`src/rtl/memory_access_hs.sv`:
```
// Memory-access pipeline stage between execute and write-back: drives a req/gnt/rvalid
// data-memory handshake, builds store lanes and byte enables, and extends load data.
`timescale 1ns/1ps
module memory_access_hs #(
    parameter int XLEN       = 32,
    parameter int ADDR_W     = 32,
    parameter int REG_ADDR_W = 5
) (
    input  logic                  clk,
    input  logic                  rst,
    input  logic                  clk_en,
    input  logic                  i_ex_valid,
    input  logic                  i_ex_mem_rd,
    input  logic                  i_ex_mem_wr,
    input  logic                  i_ex_mem_to_reg,
    input  logic                  i_ex_reg_wr,
    input  logic [1:0]            i_ex_rw_sel,
    input  logic [XLEN-1:0]       i_ex_pc_plus_4,
    input  logic [XLEN-1:0]       i_ex_alu_result,
    input  logic [XLEN-1:0]       i_ex_reg_read_data2,
    input  logic [REG_ADDR_W-1:0] i_ex_reg_dest,
    input  logic [2:0]            i_ex_funct3,
    output logic                  o_dmem_req,
    output logic                  o_dmem_we,
    output logic [ADDR_W-1:0]     o_dmem_addr,
    output logic [XLEN-1:0]       o_dmem_wdata,
    output logic [XLEN/8-1:0]     o_dmem_be,
    input  logic                  i_dmem_gnt,
    input  logic                  i_dmem_rvalid,
    input  logic [XLEN-1:0]       i_dmem_rdata,
    output logic                  o_ma_stall,
    output logic                  o_ma_misaligned,
    output logic                  o_ma_valid,
    output logic                  o_ma_mem_to_reg,
    output logic                  o_ma_reg_wr,
    output logic [1:0]            o_ma_rw_sel,
    output logic [XLEN-1:0]       o_ma_pc_plus_4,
    output logic [XLEN-1:0]       o_ma_result,
    output logic [XLEN-1:0]       o_ma_read_data,
    output logic [REG_ADDR_W-1:0] o_ma_reg_dest
);
    localparam int BE_W  = XLEN / 8;
    localparam int OFF_W = (XLEN == 64) ? 3 : 2;

    typedef enum logic [1:0] {IDLE, REQ, WAIT} state_t;

    function automatic logic is_misaligned(input logic [1:0] sz, input logic [2:0] a);
        logic m;
        case (sz)
            2'd0:    m = 1'b0;
            2'd1:    m = a[0];
            2'd2:    m = |a[1:0];
            default: m = (XLEN != 64) || (|a);
        endcase
        return m;
    endfunction

    function automatic logic [BE_W-1:0] make_be(input logic [1:0] sz, input logic [OFF_W-1:0] off);
        logic [7:0]      m8;
        logic [BE_W-1:0] m;
        case (sz)
            2'd0:    m8 = 8'h01;
            2'd1:    m8 = 8'h03;
            2'd2:    m8 = 8'h0F;
            default: m8 = 8'hFF;
        endcase
        m = m8[BE_W-1:0];
        return m << off;
    endfunction

    function automatic logic [XLEN-1:0] make_wdata(input logic [1:0] sz, input logic [XLEN-1:0] d);
        logic [XLEN-1:0] w;
        case (sz)
            2'd0:    w = {(XLEN/8){d[7:0]}};
            2'd1:    w = {(XLEN/16){d[15:0]}};
            2'd2:    w = {(XLEN/32){d[31:0]}};
            default: w = d;
        endcase
        return w;
    endfunction

    // Size casts of signed slices sign-extend; unsigned slices zero-extend.
    function automatic logic [XLEN-1:0] extend_load(input logic [XLEN-1:0] rd,
                                                    input logic [OFF_W-1:0] off,
                                                    input logic [2:0] f3);
        logic [XLEN-1:0] sh;
        logic [XLEN-1:0] r;
        sh = rd >> {off, 3'b000};
        case (f3)
            3'b000:  r = XLEN'($signed(sh[7:0]));
            3'b001:  r = XLEN'($signed(sh[15:0]));
            3'b010:  r = XLEN'($signed(sh[31:0]));
            3'b100:  r = XLEN'(sh[7:0]);
            3'b101:  r = XLEN'(sh[15:0]);
            3'b110:  r = XLEN'(sh[31:0]);
            default: r = sh;
        endcase
        return r;
    endfunction

    state_t state_q, state_d;
    logic                  accept_pass, accept_mem, complete, stall, req;
    logic                  mem_op, misal;
    logic [ADDR_W-1:0]     addr_q;
    logic                  we_q;
    logic [XLEN-1:0]       wdata_q;
    logic [BE_W-1:0]       be_q;
    logic [2:0]            f3_q;
    logic                  wb_m2r_q, wb_regwr_q;
    logic [1:0]            wb_rwsel_q;
    logic [XLEN-1:0]       wb_pc4_q, wb_res_q;
    logic [REG_ADDR_W-1:0] wb_rd_q;
    logic                  ma_valid_q, ma_misal_q, ma_m2r_q, ma_regwr_q;
    logic [1:0]            ma_rwsel_q;
    logic [XLEN-1:0]       ma_pc4_q, ma_res_q, ma_rdata_q;
    logic [REG_ADDR_W-1:0] ma_rd_q;

    assign mem_op = i_ex_mem_rd | i_ex_mem_wr;
    assign misal  = is_misaligned(i_ex_funct3[1:0], i_ex_alu_result[2:0]);

    always_comb begin
        state_d     = state_q;
        accept_pass = 1'b0;
        accept_mem  = 1'b0;
        complete    = 1'b0;
        stall       = 1'b0;
        req         = 1'b0;
        case (state_q)
            IDLE: begin
                if (i_ex_valid) begin
                    if (mem_op && !misal) begin
                        accept_mem = 1'b1;
                        stall      = 1'b1;
                        state_d    = REQ;
                    end else begin
                        accept_pass = 1'b1;
                    end
                end
            end
            REQ: begin
                req = 1'b1;
                if (i_dmem_gnt && we_q) begin
                    complete = 1'b1;
                    state_d  = IDLE;
                end else if (i_dmem_gnt) begin
                    stall   = 1'b1;
                    state_d = WAIT;
                end else begin
                    stall = 1'b1;
                end
            end
            WAIT: begin
                if (i_dmem_rvalid) begin
                    complete = 1'b1;
                    state_d  = IDLE;
                end else begin
                    stall = 1'b1;
                end
            end
            default: state_d = IDLE;
        endcase
    end

    always_ff @(posedge clk or posedge rst) begin
        if (rst) begin
            state_q <= IDLE;
        end else if (clk_en) begin
            state_q <= state_d;
        end
    end

    always_ff @(posedge clk or posedge rst) begin
        if (rst) begin
            addr_q     <= '0;
            we_q       <= 1'b0;
            wdata_q    <= '0;
            be_q       <= '0;
            f3_q       <= '0;
            wb_m2r_q   <= 1'b0;
            wb_regwr_q <= 1'b0;
            wb_rwsel_q <= '0;
            wb_pc4_q   <= '0;
            wb_res_q   <= '0;
            wb_rd_q    <= '0;
            ma_valid_q <= 1'b0;
            ma_misal_q <= 1'b0;
            ma_m2r_q   <= 1'b0;
            ma_regwr_q <= 1'b0;
            ma_rwsel_q <= '0;
            ma_pc4_q   <= '0;
            ma_res_q   <= '0;
            ma_rdata_q <= '0;
            ma_rd_q    <= '0;
        end else if (clk_en) begin
            ma_valid_q <= 1'b0;
            ma_misal_q <= 1'b0;
            // A memory op reaching accept_pass is a misaligned one: flag it, suppress write-back.
            if (accept_pass) begin
                ma_valid_q <= 1'b1;
                ma_misal_q <= mem_op;
                ma_regwr_q <= i_ex_reg_wr & ~mem_op;
                ma_m2r_q   <= i_ex_mem_to_reg;
                ma_rwsel_q <= i_ex_rw_sel;
                ma_pc4_q   <= i_ex_pc_plus_4;
                ma_res_q   <= i_ex_alu_result;
                ma_rd_q    <= i_ex_reg_dest;
            end
            if (accept_mem) begin
                addr_q     <= i_ex_alu_result[ADDR_W-1:0];
                we_q       <= i_ex_mem_wr;
                wdata_q    <= make_wdata(i_ex_funct3[1:0], i_ex_reg_read_data2);
                be_q       <= make_be(i_ex_funct3[1:0], i_ex_alu_result[OFF_W-1:0]);
                f3_q       <= i_ex_funct3;
                wb_m2r_q   <= i_ex_mem_to_reg;
                wb_regwr_q <= i_ex_reg_wr;
                wb_rwsel_q <= i_ex_rw_sel;
                wb_pc4_q   <= i_ex_pc_plus_4;
                wb_res_q   <= i_ex_alu_result;
                wb_rd_q    <= i_ex_reg_dest;
            end
            if (complete) begin
                ma_valid_q <= 1'b1;
                ma_regwr_q <= wb_regwr_q;
                ma_m2r_q   <= wb_m2r_q;
                ma_rwsel_q <= wb_rwsel_q;
                ma_pc4_q   <= wb_pc4_q;
                ma_res_q   <= wb_res_q;
                ma_rd_q    <= wb_rd_q;
                if (!we_q) begin
                    ma_rdata_q <= extend_load(i_dmem_rdata, addr_q[OFF_W-1:0], f3_q);
                end
            end
        end
    end

    assign o_dmem_req      = req;
    assign o_dmem_we       = we_q;
    assign o_dmem_addr     = {addr_q[ADDR_W-1:OFF_W], {OFF_W{1'b0}}};
    assign o_dmem_wdata    = wdata_q;
    assign o_dmem_be       = be_q;
    assign o_ma_stall      = stall & ~rst;
    assign o_ma_misaligned = ma_misal_q;
    assign o_ma_valid      = ma_valid_q;
    assign o_ma_mem_to_reg = ma_m2r_q;
    assign o_ma_reg_wr     = ma_regwr_q;
    assign o_ma_rw_sel     = ma_rwsel_q;
    assign o_ma_pc_plus_4  = ma_pc4_q;
    assign o_ma_result     = ma_res_q;
    assign o_ma_read_data  = ma_rdata_q;
    assign o_ma_reg_dest   = ma_rd_q;
endmodule

```
`config.mk`:
```
export PLATFORM = sky130hd
export DESIGN_NAME = memory_access_hs
export DESIGN_NICKNAME = d
export VERILOG_FILES = /design/src/rtl/memory_access_hs.sv
export SDC_FILE = /design/constraint.sdc
export NUM_CORES = 1
export LEC_CHECK = 0
export ABC_CLOCK_PERIOD_IN_PS = 9800
export CAP_MARGIN = 30
export CORE_MARGIN = 5
export CORE_UTILIZATION = 45
export CTS_BUF_LIST = sky130_fd_sc_hd__clkbuf_8 sky130_fd_sc_hd__clkbuf_16
export CTS_CLUSTER_SIZE = 8
export DETAILED_ROUTE_END_ITERATION = 8
export PLACE_DENSITY_LB_ADDON = 0.25
export SYNTH_ARGS = -nofsm -noshare
export SYNTH_HDL_FRONTEND = slang
export SYNTH_SLANG_ARGS = --single-unit
```
`constraint.sdc`:
```
create_clock -name clk -period 9.8 [get_ports clk]
set_clock_uncertainty 0.05 [all_clocks]
set_input_delay 1.96 -clock clk [delete_from_list [all_inputs] [get_ports clk]]
set_output_delay 1.96 -clock clk [all_outputs]
set_load 0.005 [all_outputs]
```
==> results.sh, run 1 <==
export IMPL_synth_top_area_share_pct=52.21
export IMPL_p_switching_mw=1.379
export IMPL_clkPwrFrac_pct=20.5
export IMPL_top_usage_layer="met2"
export IMPL_start_util_pct=45.47
export IMPL_vias=8312
export IMPL_ys_seq_elements=222
export IMPL_post_cts_buffers=0
export IMPL_grt_use_met3_pct=4.417
export IMPL_area_delta_synth_final_pct=37.37
export IMPL_drtIter0Drc=499
export IMPL_drt_pass1_iter_count=5
export IMPL_synth_area_leaders="dfrtp_1 52%, mux2_2 9.8%, a2bb2oi_1 6.0%, o31ai_1 5.4%, nand3b_1 5.2%"
export IMPL_die_h_um=163.8
export IMPL_postSynthAreaPerCell_um2=11.67
export IMPL_cp_max_fo=14
export IMPL_htreeDepth=1
export IMPL_synthArstFlopShare_pct=100.0
export IMPL_viasPerCell=5.597
export IMPL_fin_crit_ps=6565
export IMPL_tns_ps=0
export IMPL_synth_cells=912
export IMPL_yosys_most_used_dff="dfrtp_1"
export IMPL_p_leak_nw=5.927
export IMPL_ant_nets=0
export IMPL_grt_pass1_vias=8459
export IMPL_clockBufferDepth=3
export IMPL_status="completed"
export IMPL_drc=0
export IMPL_cts_tree="yes"
export IMPL_ctsResizeCount=0
export IMPL_switching_share_pct=31.03
export IMPL_layout_common_cells="322 x clkdlybuf4s50_1, 222 x dfrtp_1, 93 x mux2_2, 76 x o31ai_1"
export IMPL_layout_commonest_cell="clkdlybuf4s50_1"
export IMPL_dpl_hpwl_mm=20.04
export IMPL_use_met1_pct=31.91
export IMPL_power_frac_comb_pct=42.9
export IMPL_peakVddDrop_uv=184.9
export IMPL_holdWs_ps=422.8
export IMPL_clock_sinks=222
export IMPL_crit_type="input pin to output pin"
export IMPL_crit_required_ps=7790
export IMPL_endpoint_kind="output pin"
export IMPL_dieArea_um2=26820
export IMPL_grt_pass1_wl_mm=48.37
export IMPL_wl_mm=31.04
export IMPL_num_antenna_cells=0
export IMPL_max_cap_viol_count=0
export IMPL_antenna_found_initial=1
export IMPL_use_met2_pct=35.89
export IMPL_clkTransAtPathRegs_ps=50
export IMPL_clock_latency_ps=540
export IMPL_start_kind="input pin"
export IMPL_grt_max_degree=94
export IMPL_core_area_um2=23400
export IMPL_cts_root_buffer_cell="clkbuf_16"
export IMPL_gp_congestion=0.7965
export IMPL_worst_pin_slew_ps=985.4
export IMPL_yosysSeqAreaShare_pct=52.21
export IMPL_rsz0062_at_grt="false"
export IMPL_seq_power_share_pct=36.6
export IMPL_final_nets=1317
export IMPL_grt_ovfl_total=0
export IMPL_hold_class="register to register"
export IMPL_p_per_area_nw_per_um2=304.1
export IMPL_fp_row_count=56
export IMPL_dieWidth_um=163.8
export IMPL_io_pin_count=326
export IMPL_synth_edf_count=0
export IMPL_yosys_area_top_type="dfrtp_1"
export IMPL_syn_cell_area_um2=10640
export IMPL_wire_per_inst_um=20.91
export IMPL_hold_viol=0
export IMPL_setup_viol=0
export IMPL_drive_above_1_share_pct=13.12
export IMPL_cp_data_arrival_time_ps=4560
export IMPL_max_slew_margin_pct=34.31
export IMPL_p_int_mw=3.066
export IMPL_fmax_ghz=0.1523
export IMPL_period_share_pct=66.99
export IMPL_drv_slew=0
export IMPL_port_buffers=323
export IMPL_grt_util_all_layers_pct=22.47
export IMPL_yosysWarnings=0
export IMPL_yosysUniqueCellTypes=48
export IMPL_final_core_utilization_pct=62.46
export IMPL_ctsHoldBuffers=0
export IMPL_cts_buffers=31
==> power by group through the flow <==
stage / Combinational (mW) / Clock [mW] / Sequential, mW
final: 1.91 / 0.911 / 1.63
after global routing: 2.04 / 0.973 / 1.69
after CTS: 1.93 / 0.934 / 1.63
after detailed placement: 1.93 / 0 / 1.63
after global placement: 1.86 / 0 / 1.64
after floorplan: 0.964 / 0 / 1.61
==> cells by family after synthesis <==
logic type / Yosys count / synth area share, %
flops: 222 / 52.21
other cells: 1 / 0.03524
fa+ha+maj: 4 / 0.4704
buf+inv: 124 / 6.150
mux: 134 / 13.82
simple gates: 177 / 9.642
xor+xnor: 1 / 0.08233
compound gates: 249 / 17.59
==> path summary, 6_finish.rpt <==
path / slack, ps / startpoint / to / cells past startpoint
setup / recovery: 3230 / i_ex_funct3[0] / o_ma_stall / 5
hold / removal: 420 / o_dmem_wdata[21] / o_dmem_wdata[21] / 2
setup reg to reg: 6130 / state_q[1] / o_ma_result[5] / 7
hold reg to reg: 420 / o_dmem_wdata[21] / o_dmem_wdata[21] / 2
max in group asynchronous: 6380 / rst / o_ma_result[0] / 3
min in group asynchronous: 1940 / rst / f3_q[2] / 2
==> layer usage <==
layer,up-vias,share of wire (%)
li1,3838,-
met1,4129,44
met2,287,47
met3,56,6.8
met4,2,2.2
met5,-,0.042
==> Yosys cell counts, types with 2 or more instances <==
cell       number
dfrtp_1       222
mux2_2         93
o31ai_1        76
a2bb2oi_1      73
nand3b_1       73
clkbuf_1       47
buf_4          43
nand2_1        41
mux2i_1        40
nor2_1         31
o21ai_0        27
a21oi_1        26
buf_2          21
o22a_1         16
nor2b_1        10
and2_1          9
a211oi_1        7
buf_1           7
o2bb2ai_1       6
inv_1           5
ha_1            4
nand2b_1        4
a311oi_1        2
nor3_1          2
nor3b_1         2
o211ai_1        2
o21ai_1         2
==> critical path, cell delays in order <==
cell and delay [ps]:
clkdlybuf4s50_1 840, nor3_1 640, o2111ai_1 240, a311oi_1 300, clkdlybuf4s50_1 570
==> per-stage QoR <==
| step | std cells | worst slack, ps | total power, mW | area [um2] |
|---|---|---|---|---|
| floorplan | 913 | 1712 | 2.571 | 10640 |
| global placement | 1450 | 3276 | 3.501 | 13800 |
| detailed placement | 1451 | 3269 | 3.557 | 13820 |
| CTS | 1485 | 3254 | 4.494 | 14620 |
| global route | 1485 | 3051 | 4.706 | 14620 |
| finish | 1485 | 3235 | 4.445 | 14620 |
==> layout make-up <==
type,count,area (um2)
Inverter,5,26.28
Clock buffer,31,775.7
Multi-Input combinational cell,567,4483
Clock inverter,3,16.27
Sequential cell,222,5555
Tap cell,319,399.1
Fill cell,1947,8786
Timing Repair Buffer,338,3361
Power figures use the tool's default switching activity.
==> run 2, diff against run 1 <==
--- a/config.mk
+++ b/config.mk
@@ -5,10 +5,10 @@
 export SDC_FILE = /design/constraint.sdc
 export NUM_CORES = 1
 export LEC_CHECK = 0
-export ABC_CLOCK_PERIOD_IN_PS = 9800
+export ABC_CLOCK_PERIOD_IN_PS = 5600
 export CAP_MARGIN = 30
 export CORE_MARGIN = 5
-export CORE_UTILIZATION = 45
+export CORE_UTILIZATION = 43
 export CTS_BUF_LIST = sky130_fd_sc_hd__clkbuf_8 sky130_fd_sc_hd__clkbuf_16
 export CTS_CLUSTER_SIZE = 8
 export DETAILED_ROUTE_END_ITERATION = 8
==> constraint.sdc (replaced) <==
create_clock -name clk -period 5.6 [get_ports clk]
set_clock_uncertainty 0.05 [all_clocks]
set_input_delay 1.12 -clock clk [delete_from_list [all_inputs] [get_ports clk]]
set_output_delay 1.12 -clock clk [all_outputs]
set_load 0.005 [all_outputs]
==> run 2 against run 1 <==
Net effect:
- non-clock buffer count increased by 3
- hold slack improved by 3.3 ps
- die area increased by 4.4%
- critical path type unchanged
- global-route usage decreased by 0.59 points
- first-iteration DRC count increased by 1.4%
- sequential power increased by 75%
- highest routed layer is now met4
==> results.sh, run 2 (synthesis gave the netlist of run 1 again) <==
export IMPL_status="completed"
export IMPL_viasPerCell=5.602
export IMPL_crit_family="buffers and inverters"
export IMPL_vias=8370
export IMPL_crit_type="input pin to output pin"
export IMPL_hold_viol=0
export IMPL_start_util_pct=43.75
export IMPL_fp_row_count=57
export IMPL_die_h_um=167.3
export IMPL_area_delta_synth_final_pct=38.61
export IMPL_cpMaxStageDelayCell="clkdlybuf4s50_1"
export IMPL_clock_sinks=222
export IMPL_drive_above_1_share_pct=13.44
export IMPL_crit_start="i_ex_alu_result[1]"
export IMPL_worstReg2RegEnd="o_ma_read_data[3]"
export IMPL_switching_share_pct=31.17
export IMPL_grt_util_all_layers_pct=21.88
export IMPL_fin_crit_ps=4496
export IMPL_seq_power_share_pct=36.5
export IMPL_layout_common_cells="322 x clkdlybuf4s50_1, 222 x dfrtp_1, 93 x mux2_2, 76 x o31ai_1"
export IMPL_r2r_setup_slack_ps=2620
export IMPL_fillCellCount=2001
export IMPL_tns_ps=0
export IMPL_endpoint_kind="output pin"
export IMPL_cts_root_buffer_cell="clkbuf_16"
export IMPL_drtIter0Drc=506
export IMPL_wl_mm=31.69
export IMPL_drt_pass1_iter_count=4
export IMPL_multiInputGateArea_um2=4483
export IMPL_layout_commonest_cell="clkdlybuf4s50_1"
export IMPL_cts_buffers=31
export IMPL_cp_data_arrival_time_ps=3330
export IMPL_reg2regPathDepth=5
export IMPL_max_cap_viol_count=0
export IMPL_ctsHoldBuffers=0
export IMPL_rr_startpoint="state_q[1]"
export IMPL_crit_required_ps=4430
export IMPL_dieWidth_um=167.3
export IMPL_slowest_delay_ps=570
export IMPL_grt_max_degree=118
export IMPL_p_switching_mw=2.445
export IMPL_dpl_hpwl_mm=20.68
export IMPL_clockBufferDepth=3
export IMPL_path_cells="clkdlybuf4s50_1, nor3_1, o2111ai_1, a311oi_1, clkdlybuf4s50_1"
export IMPL_register_area_um2=5555
export IMPL_wire_per_inst_um=21.21
export IMPL_io_pin_count=326
export IMPL_gp_congestion=0.7728
export IMPL_drv_slew=0
export IMPL_htreeDepth=1
export IMPL_hold_class="register to register"
export IMPL_clkPwrFrac_pct=20.6
export IMPL_clkTransAtPathRegs_ps=50
export IMPL_clock_latency_ps=540
export IMPL_met2_length_mm=14.46
export IMPL_port_buffers=323
export IMPL_fmax_ghz=0.2224
export IMPL_top_layer_used="met4"
export IMPL_final_nets=1320
export IMPL_post_cts_buffers=0
export IMPL_cp_endpoint="o_ma_stall"
export IMPL_cts_tree="yes"
export IMPL_worst_pin_slew_ps=1020
export IMPL_dieArea_um2=27990
export IMPL_ant_nets=0
export IMPL_grt_pass1_wl_mm=50.44
export IMPL_setup_slack_ps=1104
export IMPL_p_int_mw=5.400
export IMPL_wl_met1_mm=14.17
export IMPL_setup_viol=0
export IMPL_cp_max_fo=8
export IMPL_peakVddDrop_uv=330.4
export IMPL_dp_slack_ps=1165
export IMPL_p_per_area_nw_per_um2=531.9
export IMPL_grt_pass1_vias=8646
export IMPL_met3_length_mm=2.057
export IMPL_holdWs_ps=426.1
export IMPL_power_frac_comb_pct=42.9
export IMPL_cp_num_buf_inv=2
export IMPL_drc=0
export IMPL_critPathMostFrequentCell="clkdlybuf4s50_1"
export IMPL_path_depth=5
export IMPL_period_share_pct=80.28
export IMPL_core_area_um2=24320
export IMPL_start_kind="input pin"
export IMPL_grt_ovfl_total=0
export IMPL_ctsResizeCount=0
export IMPL_p_leak_nw=5.965
export IMPL_postPlaceCellArea_um2=13940
export IMPL_antenna_found_initial=1
export IMPL_postLayoutCellArea_um2=14750
export IMPL_rsz0062_at_grt="false"
export IMPL_max_slew_margin_pct=31.99
-- run 2: worst min path at each step --
stage	cells after the start	endpoint	slack [ps]	startpoint
floorplan	2	wb_regwr_q	390	wb_regwr_q
global placement	2	o_dmem_wdata[31]	410	o_dmem_wdata[31]
detailed placement	2	o_dmem_wdata[28]	420	o_dmem_wdata[28]
CTS	2	o_dmem_wdata[28]	430	o_dmem_wdata[28]
global route	1	wb_pc4_q[4]	450	wb_pc4_q[4]
finish	2	o_dmem_wdata[28]	430	o_dmem_wdata[28]
-- run 2: per-layer routing --
metal / track usage (%) / vias to the layer above
met5: 0 / -
met4: 6.422 / 0
met3: 4.668 / 63
met2: 34.03 / 271
met1: 31.07 / 4184
li1: - / 3852
-- run 2: through the flow --
stage	util, %	total power [mW]	std cells
5_1_grt	60.63	8.311	1493
6_report	60.64	7.845	1494
3_3_place_gp	57.03	6.155	1456
2_1_floorplan	-	4.501	913
4_1_cts	60.62	7.939	1492
3_5_place_dp	57.34	6.260	1459
-- run 2: tightest hold or removal path, delay by kind of cell (launching register included) --
family	cells	cell delay (ps)
DFF	1	340
and+or+nand+nor	1	40
AOI/OAI and AO/OA	1	60
-- run 2: power by group through the flow --
| stage | clock, mW | combinational (mW) | sequential [mW] |
|---|---|---|---|
| CTS | 1.67 | 3.41 | 2.86 |
| global route | 1.73 | 3.61 | 2.97 |
| finish | 1.62 | 3.37 | 2.86 |
| detailed placement | 0 | 3.40 | 2.86 |
| floorplan | 0 | 1.69 | 2.81 |
| global placement | 0 | 3.28 | 2.87 |
-- run 2: final cells by class --
| type | instances | share of cell area [%] |
|---|---|---|
| clock inverters | 1 | 0.05939 |
| inverters | 5 | 0.1527 |
| flip-flops and latches | 222 | 37.67 |
| diodes | 2 | 0.03394 |
| clock buffers | 32 | 5.353 |
| well taps | 324 | 2.749 |
| multi-input cells | 567 | 30.40 |
| repair buffers | 341 | 23.59 |
==> variant, RTL diff (config.mk and constraints of run 1) <==
Set the parameter `REG_ADDR_W` to 6 (it was 5).
--- a/src/rtl/memory_access_hs.sv
+++ b/src/rtl/memory_access_hs.sv
@@ -6,3 +6,3 @@
     parameter int ADDR_W     = 32,
-    parameter int REG_ADDR_W = 5
+    parameter int REG_ADDR_W = 6
 ) (
Interface: changed (resized i_ex_reg_dest and o_ma_reg_dest); port bits go from 326 to 328. No check against the original RTL was run, so the function may have changed too.
==> variant against run 1 <==
Sequential share of layout area shrank 0.061 points; setup slack improved by 0.43 ns; wire length increased by 2.2%; synthesized cell count up 0.66%; area after synthesis up 0.75%; utilization grew 0.47 points; power is 0.86% higher; die area grew 0.70%; design area is 1.1% higher; final cell count is 0.54% higher; sequential cell count rose by 2; register-to-register slack gained 0.05 ns; via count up 0.13%; critical path type unchanged.
==> variant: results (changes against run 1) <==
status completed; non-clock buffer area fraction after layout 23.24% (+0.25 points); first-pass GRT wire length 48.94 mm (+1.2%); routed length per instance 21.26 µm (+1.7%); most frequent cells after synthesis 224 x dfrtp_1, 94 x mux2_2, 77 x o31ai_1; Critical R2R Capture o_ma_pc_plus_4[0]; Reg2Reg Setup Slack 6.18 ns (+0.05 ns); DRT iter0 DRCs 445 (-11%); Seq cells post-synth 224 (+0.90%); GRT Resource Usage Total 22.60% (+0.13 points); syn avg cell area 11.68 µm² (about the same); P_leak 5.982 nW (+0.93%); routability cong. 0.8111 (+1.8%); Final HPWL DP 20.39 mm (+1.7%); Pwr per Cell Area 303.5 mW/mm² (-0.20%); ClkCell Share 5.311% (-0.11 points); fillers 1906 (-2.1%); placed cells 1457 (+0.41%); Worst VDD drop 0.1531 mV (-17%); Synth area leaders dfrtp_1 52%, mux2_2 9.9%, a2bb2oi_1 6.0%; Worst EP arrival 4.13 ns (-0.43 ns); CP Launch Point i_ex_alu_result[1]; Non-clock buffers 340 (+0.59%); Worst-Margin Slew 0.9729 ns (-0.01246 ns); unique cell type count in the Yosys netlist 47 (-2.1%); largest net degree at the start of global routing 126 (+34%); Max FO, Critical Path 8 (-6); Multi-In Gates 571 (+0.71%); multi-input logic area 0.004518 mm² (+0.78%); via density per instance 5.575 (-0.40%); hold_ws 0.4217 ns (-0.001138 ns); number of global-route vias before repair 8486 (+0.32%); final worst setup slack 3.663 ns (+0.4281 ns); sequential share of cell area 37.95% (-0.061 points); WL final 31.74 mm (+2.2%); Hold Path Origin o_dmem_be[3]; # diodes 2 (+2)
## variant: cells by family (layout without fill, tap and decap cells)
group / count (synthesis) / after routing / share of synthesized area [%]
flops: 224 / 224 / 52.29
buf+inv: 124 / 377 / 6.057
other cells: 1 / 4 / 0.03498
mux: 135 / 135 / 13.82
simple gates: 178 / 178 / 9.640
fa+ha+maj: 4 / 4 / 0.4669
xor+xnor: 1 / 1 / 0.08171
compound gates: 251 / 251 / 17.61
## variant: worst max-delay path: stages
cell	delay, ns
clkdlybuf4s50_1	0.56
nor3_1	0.50
o2111ai_1	0.26
a311oi_1	0.29
clkdlybuf4s50_1	0.56
## variant: metal layers
metal  part of all wire (%)  track usage (%)  routed length [µm]
met5                  0.041                0                  13
met4                    2.4            6.672                 763
met3                    7.1            4.592                2264
met2                     47            35.03               14830
met1                     44            32.25               13870
## variant: where the power goes
part	total, mW	internal [mW]	switching (mW)	leakage (nW)
sequential	1.65	1.38	0.272	2.65
combinational	1.91	1.16	0.756	2.95
clock	0.922	0.549	0.373	0.387
